==> config.mk <==
export PLATFORM = sky130hd
export DESIGN_NAME = dot_result_buffer
export DESIGN_NICKNAME = d
export VERILOG_FILES = /design/src/rtl/dot_result_buffer.sv
export SDC_FILE = /design/constraint.sdc
export NUM_CORES = 1
export LEC_CHECK = 0
export CAP_MARGIN = 15
export CORE_UTILIZATION = 51
export DETAILED_ROUTE_END_ITERATION = 7
export PLACE_DENSITY = 0.88
export SYNTH_ARGS = -nofsm -noshare
export SYNTH_HDL_FRONTEND = slang
export SYNTH_SLANG_ARGS = --single-unit
==> constraint.sdc <==
create_clock -name clk -period 3.2 [get_ports clk]
set_input_delay 0.64 -clock clk [delete_from_list [all_inputs] [get_ports clk]]
set_output_delay 0.64 -clock clk [all_outputs]
set_load 0.02 [all_outputs]
==> src/rtl/dot_result_buffer.sv <==
`default_nettype none
// ============================================================================
// dot_result_buffer : circular FIFO for dot-product results, saturating sum
// Rev 1.0
// ============================================================================
module dot_result_buffer #(
  parameter int DEPTH = 4,
  parameter int SUM_W = 24
) (
  input  logic                     clk,
  input  logic                     resetn,
  input  logic [17:0]              din,
  input  logic                     run,
  input  logic                     clr,
  output logic [17:0]              dout,
  output logic                     dout_valid,
  input  logic                     dout_ready,
  output logic [$clog2(DEPTH):0]   count,
  output logic                     overflow,
  output logic [SUM_W-1:0]         sum
);

  localparam int AW = $clog2(DEPTH);
  localparam int EW = ((SUM_W > 18) ? SUM_W : 18) + 1;
  localparam logic [AW:0]    FULL_CNT = (AW+1)'(DEPTH);
  localparam logic [AW:0]    CNT_ONE  = (AW+1)'(1);
  localparam logic [AW-1:0]  PTR_ONE  = AW'(1);
  localparam logic [EW-1:0]  SUM_MAX  = {{(EW-SUM_W){1'b0}}, {SUM_W{1'b1}}};

  generate
    if (DEPTH < 2 || DEPTH > 16 || (DEPTH & (DEPTH - 1)) != 0) begin : g_depth_check
      $error("dot_result_buffer: DEPTH must be a power of two in 2..16");
    end
  endgenerate

  logic [17:0]    mem [DEPTH];
  logic [AW-1:0]  wr_ptr;
  logic [AW-1:0]  rd_ptr;
  logic           mask;
  logic           write_req;
  logic           pop;
  logic           full;
  logic           accept;
  logic           drop;
  logic [EW-1:0]  sum_base;
  logic [EW-1:0]  sum_add;
  logic [SUM_W-1:0] sum_next;

  // upstream holds run high through reset, so the first edge after release is masked
  assign write_req  = run & ~mask;
  assign dout_valid = (count != '0);
  assign pop        = dout_valid & dout_ready;
  assign full       = (count == FULL_CNT);
  assign accept     = write_req & (~full | pop);
  assign drop       = write_req & full & ~pop;
  assign dout       = dout_valid ? mem[rd_ptr] : '0;

  // clr zeroes the base so the result accepted on the same edge still lands in sum
  always_comb begin
    sum_base = clr ? '0 : {{(EW-SUM_W){1'b0}}, sum};
    sum_add  = sum_base + (accept ? {{(EW-18){1'b0}}, din} : '0);
    sum_next = (sum_add > SUM_MAX) ? {SUM_W{1'b1}} : sum_add[SUM_W-1:0];
  end

  always_ff @(posedge clk or negedge resetn) begin
    if (!resetn) begin
      wr_ptr <= '0;
      rd_ptr <= '0;
      count  <= '0;
      mask   <= 1'b1;
      for (int i = 0; i < DEPTH; i++) mem[i] <= '0;
    end else begin
      mask <= 1'b0;
      if (accept) begin
        mem[wr_ptr] <= din;
        wr_ptr      <= wr_ptr + PTR_ONE;
      end
      if (pop) rd_ptr <= rd_ptr + PTR_ONE;
      case ({accept, pop})
        2'b10:   count <= count + CNT_ONE;
        2'b01:   count <= count - CNT_ONE;
        default: count <= count;
      endcase
    end
  end

  // a drop on a clearing edge is recorded after the clear
  always_ff @(posedge clk or negedge resetn) begin
    if (!resetn) begin
      sum      <= '0;
      overflow <= 1'b0;
    end else begin
      sum <= sum_next;
      if (clr)       overflow <= drop;
      else if (drop) overflow <= 1'b1;
    end
  end

endmodule
`default_nettype wire

==> results of run 1 <==
-- how the worst max path moves through the flow --
stage | start | to | slack, ps | cells past startpoint
detailed placement | dout_ready | sum[20]$_DFF_PN0_ | -740 | 14
CTS | count[1]$_DFFE_PN0P_ | sum[0]$_DFF_PN0_ | -10 | 13
global route | count[1]$_DFFE_PN0P_ | sum[1]$_DFF_PN0_ | -160 | 12
global placement | dout_ready | sum[18]$_DFF_PN0_ | -640 | 14
floorplan | dout_ready | sum[23]$_DFF_PN0_ | -110 | 14
finish | dout_ready | sum[1]$_DFF_PN0_ | -20 | 13
-- cell usage in the layout (no fill, tap or decap), drive strengths merged, types with 9 or more instances in the layout --
| cell type | n |
|---|---|
| dfrtp | 104 |
| buf | 97 |
| mux2 | 72 |
| clkdlybuf4s50 | 66 |
| and2 | 37 |
| nand2 | 36 |
| ha | 23 |
| nor2b | 21 |
| a21oi | 21 |
| mux4 | 18 |
| inv | 18 |
| o21ai | 13 |
| xor2 | 11 |
| nor2 | 11 |
| a21o | 11 |
| clkbuf | 10 |
| nand3 | 9 |
| xnor2 | 9 |
-- routing by layer --
metal / vias to the layer above / global-route usage (%) / wire [um]
li1: 2086 / - / -
met1: 2351 / 34.2 / 6650
met2: 154 / 48.2 / 8380
met3: 40 / 3.32 / 699
met4: 0 / 11.5 / 537
met5: - / 0 / 0
-- what timing repair did --
item / CTS / global route
pin swaps: 13 / 29
gates resized for setup: 28 / 37
setup buffers: 6 / 4
setup endpoints to repair: 24 / 24
-- through the flow --
stage,TNS (ps),total power [mW]
5_1_grt,-2660,6.89
4_1_cts,-25.0,6.49
6_report,-48.8,6.59
3_3_place_gp,-13740,5.01
3_5_place_dp,-16260,5.19
2_1_floorplan,-1710,3.99
-- power by group through the flow --
stage	sequential [mW]	clock, mW	combinational (mW)
finish	2.23	1.25	3.10
global route	2.28	1.30	3.31
CTS	2.19	1.25	3.05
detailed placement	2.20	0	2.99
global placement	2.13	0	2.88
floorplan	2.17	0	1.83
-- kinds of logic (layout without fill, tap and decap cells) --
group	after synthesis	in the layout	share of synthesized area, %
AO/OA/AOI/OAI	71	71	8.70
XOR/XNOR	20	20	2.96
adder cells (fa/ha/maj)	25	25	5.55
buffers and inverters	38	196	3.05
flip-flops	105	105	44.5
multiplexers	93	93	21.1
other	1	1	0.0635
AND/OR/NAND/NOR	147	147	14.1
-- sequential cells by signal (all words and copies together) (netlist names) --
| name | count |
|---|---|
| mem | 72 |
| sum | 24 |
| count | 3 |
| rd_ptr | 2 |
| wr_ptr | 2 |
| mask | 1 |
| overflow | 1 |
-- area by class of cell --
cell class                 count  area [um2]
multi-input combinational    357        3420
fill                         722        3000
sequential                   105        2630
timing repair buffer         164        1460
clock buffer                  10         229
tap                          140         175
clock inverter                 5         104
inverter                      17        63.8
==> impl_metrics.ini, run 1 <==
[run_status]
status = finished with violations
violations = setup timing

[final_layout]
antennaDiodeCount = 0
finalNonFillerCells = 798
fin_area_um2 = 8080
layout.nets = 702
area_delta_synth_final_pct = 36.7
drive_gt1_share_pct = 41.0
final_util_pct = 72.9

[power_and_ir_drop]
p_leak_nw = 3.66
p_seq_share_pct = 33.9
p_comb_share_pct = 47.1
clkPwrFrac_pct = 19.0
power.net_switching_mw = 2.21
swShare_pct = 33.6
cellPowerDensity_nw_per_um2 = 815
peakVddDrop_v = 0.000561
p_int_mw = 4.38

[synthesis]
synth_area_um2 = 5910
synthDistinctLibCells = 61
syn_inst = 500
ys_ff_latch = 105
syn_avg_cell_area_um2 = 11.8
synth_commonest_cells = dfrtp_1 (104), mux2_2 (72), and2_1 (37)
syn-num-nets = 548
ys_async_sr_fraction_pct = 100
ys_seq_area_share_pct = 44.5
synthFlopType = dfrtp_1
synth_top_area_share_pct = 44.0
ys_top_cells_by_area = dfrtp_1 (44%), mux2_2 (14%), mux4_2 (6.9%)
synth_warnings = 0
yosys.cell_count.top_type = dfrtp_1
yosysTopAreaCell = dfrtp_1
synth_edf_count = 0

[setup_path]
rr_startpoint = count[1]$_DFFE_PN0P_
end_kind = flop
critical-path-top-delay-family = simple AND/OR/NAND/NOR gates
critical_path.reg2reg.endpoint = sum[1]$_DFF_PN0_
crit_type = in -> reg
slowest_stage = or4b_4
critPathMostFrequentCell = buf_6
critPathMaxStageDelay_ps = 530
cp_cell_sequence = buf_6 -> or4b_4 -> nor3b_4 -> buf_6 -> and2_1 -> ha_1 -> a21oi_1 -> o21ai_4 -> a2111oi_4 -> o21ai_2 -> nand2b_4 -> buf_12 -> nand2_1
cp.required_ps = 3430
cp.arrival_ps = 3450
r2r_cells = 12
start_kind = primary input
critPathMaxFanout = 13
crit_buf_inv = 3
reg2reg_slack_ps = -20

[placed_design]
placed_cell_area_um2 = 7370
pre_cts_ws_ps = -743
gp_congestion = 0.973
portBuffers = 69
place_inst = 773
dpl.hpwl_um = 10600

[routing]
viasPerCell = 5.80
final_antenna_net_count = 0
drt-initial-drc-count = 170
wire_per_inst_um = 20.4
num_vias = 4631
remaining_drc_errors = 0
drtPass1Iterations = 6
wirelength_um = 16300

[floorplan]
die-area_um2 = 12000
io_pins = 70
row_count = 38
die_h_um = 110
design.core.area_um2 = 11100
die_x_um = 110
start_util_pct = 53.3

[clock_network]
cts_hold_buffers = 0
cts_sinks = 105
clkLatencyLatePin_ps = 350
cts_inserted_buffers = 9
htree_levels = 3
cts_tree = yes
clockRootBuffer = clkbuf_16
path_clk_slew_ps = 70
cts_buffer_depth = 2

[timing]
worst_slack_ps = -23.4
period_minus_slack_ps = 3220
hold_viol_final = 0
slew_viol_final = 0
setup_viol = 5
holdWs_ps = 337
rsz0062_at_grt = yes
timing.final.crit_share_pct = 101
skew_ps = 6.82
slew_headroom_pct = 54.3
worstMarginPinSlew_ps = 686
max_freq_ghz = 0.310

[global_route]
grt.overflow.total = 0
antenna_found_initial = 0
grt_pass1_vias = 4840
grt_pass1_wl_um = 24500
grtUsageTotal_pct = 27.5
grt_max_degree = 52

[hold_path]
hold_class = in -> async

[run]
cap_violations = 0
No activity file was read; power rests on OpenSTA's default activity.
==> run 2: changes to the inputs <==
--- a/config.mk
+++ b/config.mk
@@ -5,7 +5,6 @@
 export SDC_FILE = /design/constraint.sdc
 export NUM_CORES = 1
 export LEC_CHECK = 0
-export CAP_MARGIN = 15
 export CORE_UTILIZATION = 51
 export DETAILED_ROUTE_END_ITERATION = 7
 export PLACE_DENSITY = 0.88
==> results of run 2 <==
Final layout, timing and power as in run 1 (identical DEF).
==> edit, RTL diff (flow settings as in run 2) <==
Put one more register stage on the output `overflow`, cleared by the reset. The value now appears one clock later. The other outputs are not delayed to match.
--- a/src/rtl/dot_result_buffer.sv
+++ b/src/rtl/dot_result_buffer.sv
@@ -26,6 +26,8 @@
   localparam logic [AW:0]    CNT_ONE  = (AW+1)'(1);
   localparam logic [AW-1:0]  PTR_ONE  = AW'(1);
   localparam logic [EW-1:0]  SUM_MAX  = {{(EW-SUM_W){1'b0}}, {SUM_W{1'b1}}};
+
+  logic overflow_s0;
 
   generate
     if (DEPTH < 2 || DEPTH > 16 || (DEPTH & (DEPTH - 1)) != 0) begin : g_depth_check
@@ -88,11 +90,19 @@
   always_ff @(posedge clk or negedge resetn) begin
     if (!resetn) begin
       sum      <= '0;
-      overflow <= 1'b0;
+      overflow_s0 <= 1'b0;
     end else begin
       sum <= sum_next;
-      if (clr)       overflow <= drop;
-      else if (drop) overflow <= 1'b1;
+      if (clr)       overflow_s0 <= drop;
+      else if (drop) overflow_s0 <= 1'b1;
+    end
+  end
+
+  always_ff @(posedge clk or negedge resetn) begin
+    if (!resetn) begin
+      overflow <= '0;
+    end else begin
+      overflow <= overflow_s0;
     end
   end
 
Formal check against the unedited RTL: not equivalent (Yosys sat finds a counterexample within 10 cycles, from zero or initial values and one cycle with resetn low).
==> edit against run 2 <==
- the run still ends with setup timing left
- power rose by 0.39%
- synthesized area is 0.42% higher
- synthesized cell count is 0.20% higher
- clock skew up 0.0067 ns
- worst hold slack worse by 0.034 ns
- non-clock buffer count is 4 lower
- cell area up 0.99%
- routed wire length increased by 3.3%
- worst setup slack better by 0.0049 ns
- via count up 2.3%
- count of clock-buffer cells in the layout is the same
- combinational power barely moved
- sequential cell count is 1 higher
- critical path type is now reg -> reg
- largest cell class unchanged
==> edit: results (changes against run 2) <==
- Highest metal used: met4 (unchanged)
- GP Congestion: 1.00 (was 0.973)
- Setup Viol. Count Final: 6 (was 5)
- Critical Path AT: 3.46 ns (was 3.45 ns)
- Worst min-delay path class: in -> async (unchanged)
- Total GRT Usage: 28.7% (was 27.5%)
- Mapped Nets: 549 (was 548)
- Ys async rst share: 100% (unchanged)
- Met3 WL: 1050 um (was 699 um)
- DRT Pass-1 Iters: 5 (was 6)
- Share of cells above drive strength 1: 41.9% (was 41.0%)
- Worst setup margin: -0.0185 ns (was -0.0234 ns)
- CTS Buf Count: 9 (unchanged)
- DRT met1 WL: 6550 um (was 6650 um)
- Failing checks: setup timing (unchanged)
- H-tree levels: 3 (unchanged)
- Clk_lat worst skew: ~0.36 ns
- Synth warn: 0 (unchanged)
- Post-Synth XOR/XNOR Area: 2.95% (was 2.96%)
- Met2 Wirelength: 8670 um (was 8380 um)
- CTS root buffer: clkbuf_16 (unchanged)
- Reg2Reg Depth: 12 (unchanged)
- Max IR drop VDD: 0.645 mV (was 0.561 mV)
- Worst-path maximum fanout: 7 (was 13)
- Post-synthesis cell type count: 61 (unchanged)
- Number of global-route vias before repair: 4941 (was 4840)
- Fillers: 709 (was 722)
- Max Root-Sink Buffers: 2 (unchanged)
- HPWL Detailed: 10300 um (was 10600 um)
- Routed wire length per instance: 21.0 um (was 20.4 um)
- Slowest stage cell on the critical path: or4b_4 (unchanged)
- First-pass GRT wire length: 25600 um (was 24500 um)
- Multiplexer share of the synthesized area: 21.0% (was 21.1%)
- Antenna fix cells: 0 (unchanged)
- Top cells by count, synth: dfrtp_1 (105), mux2_2 (72), and2_1 (37) (was dfrtp_1 (104), mux2_2 (72), and2_1 (37))
- Sequential area share after synthesis: 44.7% (was 44.5%)
- DRT iter0 DRCs: 250 (was 170)
- Vias: 4738 (was 4631)
- Largest net degree at the start of global routing: 63 (was 52)
- Largest delay share family, worst path: simple AND/OR/NAND/NOR gates (unchanged)
- Synth Area in Adders: 5.52% (was 5.55%)
- Final Skew: 0.0136 ns (was 0.00682 ns)
- Initial antenna violation count: 0 (unchanged)
- Status: finished with violations (unchanged)
- Final nets: 700 (was 702)
- Peak per-stage delay on the critical path: 0.58 ns (was 0.53 ns)
- Synth area leaders: dfrtp_1 (44%), mux2_2 (14%), mux4_2 (6.8%) (was dfrtp_1 (44%), mux2_2 (14%), mux4_2 (6.9%))
- Port Buffers: 69 (unchanged)
- Reg clk slew, reported paths: around 0.08 ns
- P_leak: 3.69 nW (was 3.66 nW)
- Slew HR: 57.2% (was 54.3%)
- Compound-Gate Fraction of Synth Area: 8.67% (was 8.70%)
[edit: final cells by class]
type                       count  area share (%)
multi-input combinational    358            42.3
clock buffer                  10            2.93
inverter                      17           0.782
sequential                   106            32.5
tap                          143            2.19
timing repair buffer         160            17.9
clock inverter                 6            1.38
[edit: path summary, 6_finish.rpt]
kind / startpoint / endpoint / slack [ns]
setup / recovery: count[1] / sum[20] / -0.02
hold / removal: resetn / sum[10] / 0.30
setup reg to reg: count[1] / sum[20] / -0.02
hold reg to reg: overflow_s0 / overflow / 0.39
max in group asynchronous: resetn / mask / 2.11
min in group clk: overflow_s0 / overflow / 0.39
[edit: worst register-to-register path: cells and delay by family, from the launching register on]
| family | cells | cell delay [ns] |
|---|---|---|
| AND/OR/NAND/NOR | 4 | 1.15 |
| flip-flops | 1 | 0.38 |
| multiplexers | 1 | 0.12 |
| adder cells (fa/ha/maj) | 1 | 0.24 |
| buffers and inverters | 1 | 0.16 |
| AO/OA/AOI/OAI | 5 | 1.08 |
[edit: cells by family (layout without fill, tap and decap cells)]
logic type | Yosys count | count (layout)
other cells | 1 | 1
flops | 106 | 106
buf+inv | 38 | 193
fa+ha+maj | 25 | 25
mux | 93 | 93
simple gates | 147 | 148
xor+xnor | 20 | 20
compound gates | 71 | 71
[edit: stage by stage]
step | cells | instance area, um2 | TNS, ns | power [mW] | setup WS, ns
after floorplan | 501 | 5990 | -1.71 | 4.01 | -0.107
after global placement | 764 | 7310 | -13.27 | 4.99 | -0.594
after detailed placement | 764 | 7310 | -16.71 | 5.18 | -0.786
after CTS | 794 | 7950 | 0 | 6.53 | 0.0112
after global routing | 800 | 8160 | -1.08 | 6.93 | -0.134
final | 800 | 8160 | -0.0454 | 6.61 | -0.0185
[edit: repair_timing]
item	in CTS	in global routing
cloned	2	0
resized for setup	33	41
pin swaps	24	23
setup buffers	12	7
setup endpoints to repair	24	24
[edit: per-layer routing]
| metal | track usage (%) | up-vias |
|---|---|---|
| met5 | 0 | - |
| met3 | 5.33 | 48 |
| met1 | 34.4 | 2391 |
| met4 | 14.2 | 0 |
| li1 | - | 2091 |
| met2 | 49.5 | 208 |
[edit: power by group]
group | switching [mW] | total (mW) | leakage [nW] | internal (mW)
clock network | 0.515 | 1.30 | 0.173 | 0.790
logic | 1.38 | 3.10 | 2.21 | 1.72
registers | 0.311 | 2.20 | 1.31 | 1.89
